$ cat src/rtl/maxpool3x3_reader.sv
// 3x3 / stride-2 / pad-1 max pooling over a channel-major feature map read through a
// synchronous single-port memory; emits one pooled pixel per valid/ready handshake.
module maxpool3x3_reader #(
    parameter int C      = 64,
    parameter int IN_H   = 56,
    parameter int IN_W   = 56,
    parameter int K      = 3,
    parameter int STRIDE = 2,
    parameter int PAD    = 1,
    parameter int DATA_W = 16,
    parameter int OUT_H  = (IN_H + 2*PAD - K) / STRIDE + 1,
    parameter int OUT_W  = (IN_W + 2*PAD - K) / STRIDE + 1,
    parameter int ADDR_W = $clog2(C*IN_H*IN_W)
) (
    input  logic                     clk,
    input  logic                     rst,
    input  logic                     start,
    output logic                     busy,
    output logic                     done,
    output logic                     rd_en,
    output logic [ADDR_W-1:0]        rd_addr,
    input  logic signed [DATA_W-1:0] rd_data,
    output logic                     out_valid,
    input  logic                     out_ready,
    output logic signed [DATA_W-1:0] out_data,
    output logic                     out_last
);

    localparam int CW   = (C > 1)     ? $clog2(C)     : 1;
    localparam int HW   = (OUT_H > 1) ? $clog2(OUT_H) : 1;
    localparam int WW   = (OUT_W > 1) ? $clog2(OUT_W) : 1;
    localparam int KW   = (K > 1)     ? $clog2(K)     : 1;
    localparam int PD_W = $clog2(((IN_H > IN_W) ? IN_H : IN_W) + 2*PAD + K) + 1;
    localparam logic signed [DATA_W-1:0] MIN_VAL = {1'b1, {(DATA_W-1){1'b0}}};

    typedef enum logic [2:0] {IDLE, READ, DRAIN, EMIT, DONE} state_t;

    state_t                    state, state_nx;
    logic [CW-1:0]             c;
    logic [HW-1:0]             oh;
    logic [WW-1:0]             ow;
    logic [KW-1:0]             ky, kx;
    logic                      rd_pend;
    logic signed [DATA_W-1:0]  run_max;
    logic [PD_W-1:0]           py, px;
    logic                      in_bounds, tap_first, tap_last, pix_last;

    // Tap coordinates are kept in padded space so no signed arithmetic is needed.
    assign py        = PD_W'(oh) * PD_W'(STRIDE) + PD_W'(ky);
    assign px        = PD_W'(ow) * PD_W'(STRIDE) + PD_W'(kx);
    assign in_bounds = (py >= PD_W'(PAD)) && (py < PD_W'(IN_H + PAD)) &&
                       (px >= PD_W'(PAD)) && (px < PD_W'(IN_W + PAD));
    assign tap_first = (ky == '0) && (kx == '0);
    assign tap_last  = (ky == KW'(K-1)) && (kx == KW'(K-1));
    assign pix_last  = (c == CW'(C-1)) && (oh == HW'(OUT_H-1)) && (ow == WW'(OUT_W-1));
    assign out_data  = run_max;

    always_comb begin
        state_nx  = state;
        busy      = 1'b0;
        done      = 1'b0;
        rd_en     = 1'b0;
        rd_addr   = '0;
        out_valid = 1'b0;
        out_last  = 1'b0;
        unique case (state)
            IDLE: begin
                if (start) state_nx = READ;
            end
            READ: begin
                busy = 1'b1;
                if (in_bounds) begin
                    rd_en   = 1'b1;
                    rd_addr = ADDR_W'(c) * ADDR_W'(IN_H*IN_W) +
                              ADDR_W'(py - PD_W'(PAD)) * ADDR_W'(IN_W) +
                              ADDR_W'(px - PD_W'(PAD));
                end
                if (tap_last) state_nx = DRAIN;
            end
            DRAIN: begin
                busy     = 1'b1;
                state_nx = EMIT;
            end
            EMIT: begin
                busy      = 1'b1;
                out_valid = 1'b1;
                out_last  = pix_last;
                if (out_ready) state_nx = pix_last ? DONE : READ;
            end
            DONE: begin
                done     = 1'b1;
                state_nx = IDLE;
            end
            default: state_nx = IDLE;
        endcase
    end

    always_ff @(posedge clk or posedge rst) begin
        if (rst) begin
            state <= IDLE;
            c     <= '0;
            oh    <= '0;
            ow    <= '0;
            ky    <= '0;
            kx    <= '0;
        end else begin
            state <= state_nx;
            if (state == IDLE && start) begin
                c  <= '0;
                oh <= '0;
                ow <= '0;
                ky <= '0;
                kx <= '0;
            end
            if (state == READ) begin
                if (kx == KW'(K-1)) begin
                    kx <= '0;
                    ky <= tap_last ? '0 : ky + 1'b1;
                end else begin
                    kx <= kx + 1'b1;
                end
            end
            // Pixel order: ow fastest, then oh, then channel; wraps to zero after the last pixel.
            if (state == EMIT && out_ready) begin
                if (ow == WW'(OUT_W-1)) begin
                    ow <= '0;
                    if (oh == HW'(OUT_H-1)) begin
                        oh <= '0;
                        c  <= (c == CW'(C-1)) ? '0 : c + 1'b1;
                    end else begin
                        oh <= oh + 1'b1;
                    end
                end else begin
                    ow <= ow + 1'b1;
                end
            end
        end
    end

    // Read data lands one cycle after rd_en; padded taps never issue a read, so never compete.
    always_ff @(posedge clk or posedge rst) begin
        if (rst) begin
            rd_pend <= 1'b0;
            run_max <= '0;
        end else begin
            rd_pend <= rd_en;
            if (state == READ && tap_first)
                run_max <= MIN_VAL;
            else if (rd_pend && (rd_data > run_max))
                run_max <= rd_data;
        end
    end

endmodule
$ cat config.mk
export PLATFORM = sky130hd
export DESIGN_NAME = maxpool3x3_reader
export DESIGN_NICKNAME = d
export VERILOG_FILES = /design/src/rtl/maxpool3x3_reader.sv
export SDC_FILE = /design/constraint.sdc
export NUM_CORES = 1
export LEC_CHECK = 0
export CAP_MARGIN = 20
export CORE_ASPECT_RATIO = 2
export CORE_UTILIZATION = 45
export DETAILED_ROUTE_END_ITERATION = 6
export GPL_ROUTABILITY_DRIVEN = 0
export MAX_ROUTING_LAYER = met4
export PLACE_DENSITY = 0.67
export SLEW_MARGIN = 20
export SYNTH_ARGS = -nofsm -noshare
export SYNTH_HDL_FRONTEND = slang
export SYNTH_SLANG_ARGS = --single-unit
export TNS_END_PERCENT = 100
$ cat constraint.sdc
create_clock -name clk -period 14.5 [get_ports clk]
set_input_delay 2.9 -clock clk [delete_from_list [all_inputs] [get_ports clk]]
set_output_delay 2.9 -clock clk [all_outputs]
set_load 0.005 [all_outputs]
-- After elaboration in Yosys (flattened, before gate mapping)
Cells that the tools add are included.
Widths: inputs -> output; s select.
- logic and storage cells: 91
- input port bits: 20
- register bits after elaboration: 40
- output and inout bits: 39
- multipliers: 2
- equal/unequal tests: 12
- $lt $le $gt $ge: 5
- muxes and demuxes: 34
- add/sub/neg operators: 11
- reduce and logical (&&, ||, !) cells: 19
- operator list (operator ; count):
    $add 18x18->18 ; 2
    $mux 18 ; 2
    $mux 5 ; 7
    $mux 16 ; 2
    $mux 6 ; 5
    $mul 18x3->15 const B ; 1
    $gt 16x16->1 ; 1
    $sub 7x1->8 const B ; 2
    $add 6x2->7 ; 2
    $ge 7x1->1 const B ; 2
    $lt 7x6->1 const B ; 2
    $mux 2 ; 7
    $mul 6x6->12 const B ; 1
    $mux 3 ; 4
    $pmux 3 s4 ; 1
    $logic_and 1x1->1 ; 11
    $add 5x1->5 const B ; 2
    $eq 5x5->1 const B ; 2
    $add 6x1->6 const B ; 1
    $eq 3x2->1 const B ; 2
    $eq 6x6->1 const B ; 1
    $mux 1 ; 6
    $ne 2x2->1 const B ; 3
    $reduce_bool 2->1 ; 3
    other kinds (8) ; 11

-- Logic depth before layout (Yosys ltp)
- word-level depth: 7
- depth in mapped cells: 28
- depth with buffers taken out: 26

-- Worst setup path before layout
OpenSTA, ideal clock, no wires.
- path kind: flip-flop to output port
- start point: register oh[0]
- end point: output rd_addr[15]
- data required time: 11.600 ns
- buffers on the path: 1
- arrival: 5.469 ns
- setup slack: 6.131 ns
- stages on the path, launching flop included: 25
- cells stage by stage: dfrtp_1 > ha_1 > or2_0 > clkbuf_1 > nor2_2 > a21oi_1 > o22ai_1 > xor2_1 > inv_1 > fa_1 > inv_1 > ha_1 > a21o_1 > a21oi_1 > o21bai_1 > a21oi_1 > xnor2_1 > fa_1 > ha_1 > a2111oi_0 > o21ai_0 > a41oi_1 > o21ai_0 > xnor2_1 > nor2_4
- longest elaborated chain between the ends: 7
- elaborated cells on any way between the ends: 12
- those cells by class: add/sub: 4; mul: 1; order compare: 2; mux: 2; reduce/logical: 3
- RTL lines (element ; RTL line ; text):
    start: declaration ; 40 ; logic [HW-1:0] oh;
    start signal: assignment ; 131 ; oh <= oh + 1'b1;
    $add 6x2->7 * ; 49 ; assign py = PD_W'(oh) * PD_W'(STRIDE) + PD_W'(ky);
    $sub 7x1->8, or another cell as far along ; 75 ; ADDR_W'(py - PD_W'(PAD)) * ADDR_W'(IN_W) +
    $mul 18x3->15 or $logic_and 1x1->1 (tied branches) ; 75, 51 ;
    $add 18x18->18 or $logic_and 1x1->1 (tied branches) ; 74, 51 ;
    $add 18x18->18 or $logic_and 1x1->1 (tied branches) ; 75, 52 ;
    $mux 18 * ; 72 ; if (in_bounds) begin
    $mux 18 * ; 66 ; unique case (state)
    end: declaration ; 21 ; output logic [ADDR_W-1:0] rd_addr,
Mark *: on every way between the ends. The rest lies on a longest branch, timed or not.

-- Worst setup path in the final report
Ends and elaborated chain as after synthesis.

==> reports/metrics.yaml <==
status:
  status: "completed"
logic_synthesis:
  synth.ff_latch_count: 40
  synth.avg_cell_area_sq_um: 8.50
  synth_common_cells: "inv_1, ha_1, nor2_1, dfrtp_1, o21ai_0"
  synth_cell_types: 59
  synthArstFlopShare: 1.00
  ys_top_cells_by_area: "dfrtp_1, ha_1, fa_1"
  ys.flop_type: "dfrtp_1"
  synth_cells: 569
  post-synth-top-area-cell: "dfrtp_1"
  synth.yosys.seq_area_share: 0.207
  synth_top_area_frac: 0.207
  syn-num-nets: 681
  synth-edff-count: 0
  syn_area_sq_um: 4840
  synth.most_common_cell: "inv_1"
  ys.warnings.count: 0
timing:
  fin_crit_ps: 9640
  maxSlewViolCount: 0
  final-setup-viol-count: 0
  fmax_mhz: 104
  skew_ps: 12.3
  worst_slew_pin_slew_ps: 1110
  hold_viol: 0
  rsz0062_at_grt: "false"
  holdWs_ps: 550
  fin_crit_sh: 0.665
  relSlewSlack: 0.259
  setup_tns_ps: 0
floorplan:
  core-area_sq_um: 10500
  io_pins: 59
  die-area_sq_um: 11200
  rows: 53
  die_y_um: 149
  initial_utilization: 0.462
  die_width_um: 75.3
drt:
  drt_wl_total_mm: 11.5
  viasPerCell: 5.57
  antenna_left: 0
  num_vias: 4210
  drt_pass1_iterations: 5
  drc: 0
  dr.first_iter.drc_count: 194
  wire_per_inst_um: 15.2
clock_network:
  cts_tree: "done"
  cts-root-buf: "clkbuf_16"
  cts-resized-gates: 0
  clk_latency_ps: 290
  clock_path_buffers: 2
  cts.sinks: 40
  ctsHoldBuffers: 0
  clk_pin_slew_ps: 70
  postCtsSetupRepairBufs: 0
  clock_tree.htree_level_count: 2
  cts_made_buffers: 5
cells_and_area:
  design_area_sq_um: 5680
  area_delta_synth_final_pct: 17.5
  drive_gt1_frac: 0.0533
  nFillCells: 1044
  antennaDiodeCount: 0
  nets: 730
  multi_input_area_sq_um: 3440
  seqCellArea_sq_um: 1000
  fin_util: 0.542
placed_design:
  dp_hpwl_mm: 9.54
  port-buffer-count: 58
  dpl_cell_area_sq_um: 5510
global_routing:
  grt_overflow: 0
  grt.met3_usage: 0.0149
  grt-busiest-layer: "met2"
  grt_antenna_before_repair: 0
  grtUsageTotal: 0.219
  grt_pass1_wl_mm: 18.4
  use_met2: 0.452
  met1_usage: 0.177
  grt_pass1_vias: 4289
  grt_start_max_net_pins: 41
worst_setup_path:
  cp-end-kind: "primary output"
  start_kind: "flip-flop"
  critPathArrivalTime_ps: 6740
  rrSetupSlack_ps: 11310
  crit_type: "flip-flop to primary output"
  crit_required_ps: 11600
  path_max_fanout: 7
run:
  cap_violations: 0
worst_hold_path:
  hold_class: "flip-flop to flip-flop"
-- cells by family (layout without fill, tap and decap cells) --
group	after synthesis	after routing	synth area share
and+or+nand+nor	168	168	0.186
AOI/OAI and AO/OA	117	117	0.153
buffers and inverters	97	147	0.0830
adders and majority gates	92	92	0.264
DFF	40	40	0.207
xor gates and xnor gates	38	38	0.0716
muxes	17	17	0.0352
-- metal layers --
layer | vias up | routed length (um)
li1 | 2061 | -
met1 | 2029 | 3850
met2 | 93 | 6890
met3 | 27 | 319
met4 | 0 | 403
met5 | - | 0
-- worst max-delay path: stages (launching register included) --
cell and delay, ps:
dfrtp_1 460, ha_1 400, or2_0 360, nor2_2 140, a21oi_1 50, o22ai_1 190
xor2_1 260, inv_1 140, fa_1 540, inv_1 70, ha_1 290, a21o_1 170
a21oi_1 200, o21bai_1 100, a21oi_1 220, xnor2_1 170, fa_1 460, ha_1 360
a2111oi_0 380, o21ai_0 240, a41oi_1 330, o21ai_0 150, xnor2_1 270, nor2_4 40
clkdlybuf4s50_1 470
-- stage by stage --
step / worst slack, ps / std cells
floorplan: 6130 / 569
global placement: 5360 / 748
detailed placement: 5150 / 748
CTS: 4820 / 756
global route: 4440 / 756
finish: 4860 / 756
-- sequential cells by signal (all words and copies together), names as in the netlist --
signal and flops:
c 6, kx 2, ky 2, oh 5, out_data 16, ow 5
rd_pend 1, state 3
-- final cells by class --
cell class	instances	area share
Clock buffer	5	0.0220
Clock inverter	3	0.00837
Inverter	77	0.0509
Multi-Input combinational cell	432	0.605
Sequential cell	40	0.176
Tap cell	137	0.0302
Timing Repair Buffer	62	0.107
-- layout by cell type (no fill, tap or decap), types with 3 or more instances in the layout --
cell             netlist  routed
inv_1                 77      77
ha_1                  75      75
clkdlybuf4s50_1        0      58
nor2_1                48      48
dfrtp_1               40      40
o21ai_0               34      33
a21oi_1               27      27
xnor2_1               27      27
nand2_1               25      25
mux2i_1               17      17
fa_1                  17      17
nand3_1               15      15
nor3_1                13      13
a21o_1                12      12
nand4_1               11      11
xor2_1                10      10
nand2b_1               8       8
nor2b_1                8       8
nor2_2                 6       6
o31ai_1                6       6
o21bai_1               5       5
clkbuf_16              0       5
a211oi_1               4       4
nand3b_1               4       4
a31oi_1                4       4
nor4_1                 4       4
nor2_4                 4       4
buf_4                  0       4
o21a_1                 3       3
or2_2                  3       3
a2111oi_0              3       3
o221ai_1               3       3
o22ai_1                3       3
-- final timing paths --
| check | start | endpoint | cells past startpoint |
|---|---|---|---|
| setup reg to reg | ow[0]$_DFFE_PP0P_ | rd_pend$_DFF_PP0_ | 8 |
| hold / removal | out_data[11]$_DFFE_PP0P_ | out_data[11]$_DFFE_PP0P_ | 2 |
| hold reg to reg | out_data[11]$_DFFE_PP0P_ | out_data[11]$_DFFE_PP0P_ | 2 |
| min in group asynchronous | rst | state[2]$_DFFE_PP0P_ | 3 |
| setup / recovery | oh[0]$_DFF_PP0_ | rd_addr[15] | 24 |
| max in group asynchronous | rst | out_data[5]$_DFFE_PP0P_ | 3 |
Power is left out: the tool's default activity adds up to more than one toggle a clock period on the data nets, which glitch-free logic cannot reach.
